[src/rtl/dlsc_pcie_s6_pkg.sv]
// Shared definitions for the Spartan-6 outbound TLP path: header encodings,
// latched header record and the header-DW formatter.
package dlsc_pcie_s6_pkg;

    localparam logic [1:0] FMT_MRD3 = 2'b00;
    localparam logic [1:0] FMT_MRD4 = 2'b01;
    localparam logic [1:0] FMT_MWR3 = 2'b10;
    localparam logic [1:0] FMT_MWR4 = 2'b11;
    localparam logic [4:0] TYPE_MEM = 5'b00000;
    localparam int         HDR_IDX_W = 2;

    typedef enum logic [1:0] {ST_ARB, ST_HDR, ST_DATA} state_t;

    // DW address is held at full 62-bit width regardless of ADDR
    typedef struct packed {
        logic        write;
        logic        is4dw;
        logic [61:0] addr;
        logic [9:0]  len;
        logic [7:0]  tag;
        logic [3:0]  be_first;
        logic [3:0]  be_last;
    } hdr_t;

    function automatic logic [10:0] len_to_cnt(input logic [9:0] len);
        return (len == 10'd0) ? 11'd1024 : {1'b0, len};
    endfunction

    function automatic logic [1:0] fmt_of(input logic write, input logic is4dw);
        case ({write, is4dw})
            2'b00:   return FMT_MRD3;
            2'b01:   return FMT_MRD4;
            2'b10:   return FMT_MWR3;
            default: return FMT_MWR4;
        endcase
    endfunction

    function automatic logic [31:0] hdr_word(input hdr_t h, input logic [HDR_IDX_W-1:0] idx,
                                             input logic [15:0] rid);
        case (idx)
            2'd0:    return {1'b0, fmt_of(h.write, h.is4dw), TYPE_MEM, 14'd0, h.len};
            2'd1:    return {rid, h.tag, h.be_last, h.be_first};
            2'd2:    return h.is4dw ? h.addr[61:30] : {h.addr[29:0], 2'b00};
            default: return {h.addr[29:0], 2'b00};
        endcase
    endfunction

endpackage

[src/rtl/dlsc_pcie_s6_tlp_arb.sv]
// CHANNELS-wide request arbiter with one-hot grant.
// DLSC_PCIE_S6_TLP_MUX_RR_EN selects round-robin; otherwise fixed lowest-index priority.
module dlsc_pcie_s6_tlp_arb #(
    parameter int CHANNELS = 2
) (
`ifdef DLSC_PCIE_S6_TLP_MUX_RR_EN
    input  logic                clk,
    input  logic                rst_n,
    input  logic                advance,
`endif
    input  logic [CHANNELS-1:0] req,
    output logic [CHANNELS-1:0] gnt
);

`ifdef DLSC_PCIE_S6_TLP_MUX_RR_EN
    // mask[i] set for every channel at or above the pointer
    logic [CHANNELS-1:0] mask, mask_nxt, pick;
    logic                found, seen;

    always_comb begin
        pick = ((req & mask) != '0) ? (req & mask) : req;
        gnt   = '0;
        found = 1'b0;
        for (int i = 0; i < CHANNELS; i++) begin
            if (pick[i] && !found) begin
                gnt[i] = 1'b1;
                found  = 1'b1;
            end
        end
        mask_nxt = '0;
        seen     = 1'b0;
        for (int i = 0; i < CHANNELS; i++) begin
            mask_nxt[i] = seen;
            if (gnt[i]) seen = 1'b1;
        end
        if (mask_nxt == '0) mask_nxt = '1;
    end

    always_ff @(posedge clk) begin
        if (!rst_n)       mask <= '1;
        else if (advance) mask <= mask_nxt;
    end
`else
    logic found;

    always_comb begin
        gnt   = '0;
        found = 1'b0;
        for (int i = 0; i < CHANNELS; i++) begin
            if (req[i] && !found) begin
                gnt[i] = 1'b1;
                found  = 1'b1;
            end
        end
    end
`endif

endmodule

[src/rtl/dlsc_pcie_s6_outbound_tlp_mux.sv]
// N-channel MRd/MWr TLP arbiter/formatter feeding the Spartan-6 PCIe TX stream.
// Arbitration mode chosen by DLSC_PCIE_S6_TLP_MUX_RR_EN (see dlsc_pcie_s6_tlp_arb).
module dlsc_pcie_s6_outbound_tlp_mux
    import dlsc_pcie_s6_pkg::*;
#(
    parameter int CHANNELS = 2,
    parameter int TAG      = 5,
    parameter int ADDR     = 64
) (
    input  logic                       clk,
    input  logic                       rst_n,
    input  logic                       dma_en,
    input  logic [7:0]                 bus_number,
    input  logic [4:0]                 dev_number,
    input  logic [2:0]                 func_number,
    output logic [CHANNELS-1:0]        ch_h_ready,
    input  logic [CHANNELS-1:0]        ch_h_valid,
    input  logic [CHANNELS-1:0]        ch_h_write,
    input  logic [CHANNELS*(ADDR-2)-1:0] ch_h_addr,
    input  logic [CHANNELS*10-1:0]     ch_h_len,
    input  logic [CHANNELS*TAG-1:0]    ch_h_tag,
    input  logic [CHANNELS*4-1:0]      ch_h_be_first,
    input  logic [CHANNELS*4-1:0]      ch_h_be_last,
    output logic [CHANNELS-1:0]        ch_d_ready,
    input  logic [CHANNELS-1:0]        ch_d_valid,
    input  logic [CHANNELS*32-1:0]     ch_d_data,
    input  logic                       tx_ready,
    output logic                       tx_valid,
    output logic [31:0]                tx_data,
    output logic                       tx_last
);

    state_t                 state, state_nxt;
    logic [CHANNELS-1:0]    req, gnt, cur;
    logic                   take, out_free, d_fire;
    hdr_t                   sel, h;
    logic [HDR_IDX_W-1:0]   idx, idx_nxt, last_idx;
    logic [10:0]            cnt, cnt_nxt;
    logic                   ld, ld_last;
    logic [31:0]            ld_word, d_sel;
    logic [15:0]            rid;

    assign rid      = {bus_number, dev_number, func_number};
    assign out_free = !tx_valid || tx_ready;
    assign req      = ch_h_valid & {CHANNELS{dma_en}};
    assign take     = rst_n && (state == ST_ARB) && out_free && (req != '0);
    assign ch_h_ready = take ? gnt : '0;
    assign ch_d_ready = (rst_n && (state == ST_DATA) && out_free) ? cur : '0;
    assign d_fire   = (ch_d_ready & ch_d_valid) != '0;
    assign last_idx = h.is4dw ? 2'd3 : 2'd2;

    dlsc_pcie_s6_tlp_arb #(.CHANNELS(CHANNELS)) u_arb (
`ifdef DLSC_PCIE_S6_TLP_MUX_RR_EN
        .clk     (clk),
        .rst_n   (rst_n),
        .advance (take),
`endif
        .req     (req),
        .gnt     (gnt)
    );

    // Header fields of the current winner, and payload of the owning channel
    always_comb begin
        sel   = '0;
        d_sel = '0;
        for (int i = 0; i < CHANNELS; i++) begin
            if (gnt[i]) begin
                sel.write    = ch_h_write[i];
                sel.addr     = 62'(ch_h_addr[i*(ADDR-2) +: (ADDR-2)]);
                sel.len      = ch_h_len[i*10 +: 10];
                sel.tag      = 8'(ch_h_tag[i*TAG +: TAG]);
                sel.be_first = ch_h_be_first[i*4 +: 4];
                sel.be_last  = ch_h_be_last[i*4 +: 4];
            end
            if (cur[i]) d_sel = ch_d_data[i*32 +: 32];
        end
        sel.is4dw = |sel.addr[61:30];
        if (sel.len == 10'd1) sel.be_last = 4'd0;
    end

    always_comb begin
        state_nxt = state;
        idx_nxt   = idx;
        cnt_nxt   = cnt;
        ld        = 1'b0;
        ld_word   = '0;
        ld_last   = 1'b0;
        case (state)
            ST_ARB: begin
                if (take) begin
                    ld        = 1'b1;
                    ld_word   = hdr_word(sel, 2'd0, rid);
                    idx_nxt   = 2'd1;
                    state_nxt = ST_HDR;
                end
            end
            ST_HDR: begin
                if (out_free) begin
                    ld      = 1'b1;
                    ld_word = hdr_word(h, idx, rid);
                    if (idx == last_idx) begin
                        ld_last   = !h.write;
                        cnt_nxt   = len_to_cnt(h.len);
                        state_nxt = h.write ? ST_DATA : ST_ARB;
                    end else begin
                        idx_nxt = idx + 2'd1;
                    end
                end
            end
            ST_DATA: begin
                if (d_fire) begin
                    ld      = 1'b1;
                    ld_word = d_sel;
                    ld_last = (cnt == 11'd1);
                    cnt_nxt = cnt - 11'd1;
                    if (cnt == 11'd1) state_nxt = ST_ARB;
                end
            end
            default: state_nxt = ST_ARB;
        endcase
    end

    always_ff @(posedge clk) begin
        if (!rst_n) begin
            state    <= ST_ARB;
            idx      <= '0;
            cnt      <= '0;
            h        <= '0;
            cur      <= '0;
            tx_valid <= 1'b0;
            tx_last  <= 1'b0;
            tx_data  <= '0;
        end else begin
            state <= state_nxt;
            idx   <= idx_nxt;
            cnt   <= cnt_nxt;
            if (take) begin
                h   <= sel;
                cur <= gnt;
            end
            // ld only happens with out_free, so a stalled word is never overwritten
            if (ld) begin
                tx_valid <= 1'b1;
                tx_data  <= ld_word;
                tx_last  <= ld_last;
            end else if (tx_ready) begin
                tx_valid <= 1'b0;
                tx_last  <= 1'b0;
            end
        end
    end

endmodule

[config.mk]
export PLATFORM = sky130hd
export DESIGN_NAME = dlsc_pcie_s6_outbound_tlp_mux
export DESIGN_NICKNAME = d
export VERILOG_FILES = /design/src/rtl/dlsc_pcie_s6_pkg.sv /design/src/rtl/dlsc_pcie_s6_tlp_arb.sv /design/src/rtl/dlsc_pcie_s6_outbound_tlp_mux.sv
export SDC_FILE = /design/constraint.sdc
export NUM_CORES = 1
export LEC_CHECK = 0
export ABC_AREA = 0
export ABC_CLOCK_PERIOD_IN_PS = 2950
export BUFFER_PORTS_ARGS = -buffer_cell sky130_fd_sc_hd__buf_2
export CORE_MARGIN = 5
export CORE_UTILIZATION = 49
export DETAILED_ROUTE_END_ITERATION = 7
export GPL_TIMING_DRIVEN = 0
export HOLD_SLACK_MARGIN = 0.06
export PLACE_DENSITY = 0.82
export SLEW_MARGIN = 0
export SYNTH_ARGS = -nofsm -noshare
export SYNTH_HDL_FRONTEND = slang
export SYNTH_SLANG_ARGS = --single-unit
[constraint.sdc]
create_clock -name clk -period 2.95 [get_ports clk]
set_input_delay 0.7375 -clock clk [delete_from_list [all_inputs] [get_ports clk]]
set_output_delay 0.7375 -clock clk [all_outputs]
set_load 0.01 [all_outputs]
==> results.yml <==
placed_design:
  dp.cells: 1332
  dpl-instance-area_mm2: 0.00882
  gp_congestion: 1.01
  post-dp-hpwl_um: 24900
  dp_slack_ps: -739
  io_buffers: 297
grt:
  first_global_vias: 8076
  grtUsageTotal: 0.353
  grt_pass1_wl_um: 45300
  grt_max_degree: 17
  overflow: 0
  antenna_found_initial: 3
clock_tree:
  numCtsBuffers: 17
  cts_tree: "built"
  cts_hold_buffers: 0
  ctsHtreeMaxLevel: 4
  clk_root_buffer_cell: "clkbuf_16"
  clockBufferDepth: 2
  clk_pin_slew_ps: 60
  clock_latency_ps: 430
  clock-sinks: 138
drt:
  wire_per_inst_um: 23.2
  vias: 8797
  drc: 6
  firstDrtPassIters: 8
  wl_um: 31600
  drtAntennaViolNets: 0
  drtIter0Drc: 1504
  vias_per_cell: 6.45
yosys:
  synth-edff-count: 0
  seq_area_frac_synth: 0.389
  synth_top_area_cell: "dfxtp_1"
  ys.flop_type: "dfxtp_1"
  synthCells: 851
  synth_area_mm2: 0.00710
  yosysWarnings: 0
  netlist.area_leader.share: 0.389
  syn-mean-instance-area_um2: 8.34
  synth.net_count: 1121
  synth_area_leaders: "dfxtp_1, a222oi_1, nor2_1"
  ys_async_sr_fraction: 0
  ys_types: 54
  synth-seq-cells: 138
power:
  cellPowerDensity_mw_per_mm2: 709
  peakVddDrop_v: 0.000488
  power_leakage_nw: 3.99
  power_mw: 6.71
critical_path:
  crit_type: "in2out"
  reg2reg_slack_ps: 160
  critPathMaxFanout: 13
  start_kind: "primary input"
  worst-endpoint-arrival_ps: 2100
  end_kind: "primary output"
  worst_ep_required_time_ps: 2210
die:
  dieArea_mm2: 0.0170
  fp.dieH_um: 130
  io_pins: 298
  die_w_um: 130
  rows: 44
  core_mm2: 0.0144
  start_util: 0.494
sta:
  period_minus_slack_ps: 2840
  fin_setup_tns_ps: 0
  rsz0062_at_grt: "no"
  fin_crit_sh: 0.962
  hold_viol: 0
  fin_worst_skew_ps: 6.90
  setup_viol: 0
  fin_ws_ps: 111
  holdWs_ps: 461
  final-max-slew-violation-count: 0
  tightest_slew_ps: 1070
  maxSlewHeadroom: 0.284
  fmax_mhz: 352
min_path:
  min_path_type: "reg2reg"
layout:
  stdcell_count: 1363
  design_area_mm2: 0.00947
  final_core_util: 0.659
  area_growth_pct: 33.4
  drive_gt1_frac: 0.300
  n_fill_cell: 1312
  num-nets-final: 1433
run_status:
  failed_checks: "design-rule violations"
  outcome: "complete, but fails checks"
run:
  maxCapViolCount: 0
## registers in the layout (all words and copies together) (netlist names)
name	flops
tx_data	32
cur	2
tx_last	1
cnt	11
h	87
tx_valid	1
state	2
idx	2
## synthesized netlist by cell type, drive strengths merged (3+ instances only)
master and n:
nor2 147, dfxtp 138, clkbuf 73, a222oi 67
a21oi 52, a22o 51, nand2 34, o21ai 28
a22oi 27, a211oi 25, nand3 17, nor3 17
buf 16, a221oi 14, inv 14, nor2b 11
a2111oi 10, and3 10, ha 10, nor4 8
a31oi 6, nand4 6, mux2i 5, a2bb2oi 4
a32o 4, and2 4, o22ai 4, o32ai 4
a221o 3, a32oi 3, nand3b 3, o21a 3
o221ai 3, or4 3
## layout by cell type (no fill, tap or decap), types with 4 or more instances in the layout
| cell type | instances |
|---|---|
| a32o_1 | 4 |
| nor2_1 | 146 |
| nand4_1 | 6 |
| clkbuf_1 | 69 |
| a22oi_1 | 27 |
| a222oi_1 | 67 |
| a221oi_1 | 14 |
| dfxtp_1 | 138 |
| nand2_1 | 34 |
| o22ai_1 | 4 |
| nand3_1 | 16 |
| and2_1 | 4 |
| a211oi_1 | 23 |
| o32ai_1 | 4 |
| and3_1 | 10 |
| inv_1 | 13 |
| clkbuf_16 | 17 |
| buf_1 | 4 |
| a31oi_1 | 6 |
| a2bb2oi_1 | 4 |
| a2111oi_0 | 9 |
| a22o_1 | 51 |
| nor2b_1 | 11 |
| a21oi_1 | 52 |
| mux2i_1 | 5 |
| nor3_1 | 17 |
| o21ai_0 | 28 |
| buf_2 | 308 |
| nor4_1 | 7 |
| bufinv_16 | 4 |
| ha_1 | 9 |
## logic make-up (layout without fill, tap and decap cells)
kind of cell / after synthesis / count (layout) / synth area share
mux: 6 / 6 / 0.00864
simple gates: 273 / 273 / 0.175
flops: 138 / 138 / 0.389
buf+inv: 103 / 428 / 0.0566
xor+xnor: 1 / 1 / 0.00123
other cells: 0 / 3 / 0
fa+ha+maj: 10 / 10 / 0.0176
compound gates: 320 / 320 / 0.352
## critical path: stages
cell and delay, ps:
buf_2 210, and3b_2 350, nor2b_1 160, clkbuf_4 240
buf_4 240, buf_2 160
## report_power, final
group | internal, mW | switching, mW | leakage (nW)
sequential | 2.14 | 0.199 | 1.12
combinational | 0.788 | 1.34 | 2.58
clock | 1.43 | 0.816 | 0.293
## area by class of cell
class                           instances  area (um^2)  share of cell area
Multi-Input combinational cell        610         3970               0.419
Inverter                               14         52.6             0.00555
Sequential cell                       138         2760               0.292
Antenna cell                            3         7.51            0.000793
Timing Repair Buffer                  298         1490               0.158
Clock buffer                           21          450              0.0476
Tap cell                              184          230              0.0243
Buffer                                 84          338              0.0357
Clock inverter                         11          170              0.0180
## routing by layer
metal / track usage / vias to the layer above / part of all wire
li1: - / 3951 / -
met1: 0.458 / 4056 / 0.39
met2: 0.564 / 688 / 0.44
met3: 0.0847 / 102 / 0.13
met4: 0.147 / 0 / 0.039
met5: 0 / - / 0
## what timing repair did
item | in CTS | in global routing
setup buffers | 1 | 0
pin swaps | 1 | 1
resized for setup | 8 | 5
setup endpoints to repair | 2 | 7
## worst paths after layout
check                            from                 endpoint  depth (start not counted)
setup / recovery               dma_en            ch_h_ready[1]                          6
hold / removal     h[72]$_SDFFE_PN0P_       h[72]$_SDFFE_PN0P_                          2
setup reg to reg  idx[0]$_SDFFE_PN0P_  tx_data[4]$_SDFFE_PN0P_                          8
hold reg to reg    h[72]$_SDFFE_PN0P_       h[72]$_SDFFE_PN0P_                          2
Note: power is estimated with default switching activity, not from simulation.
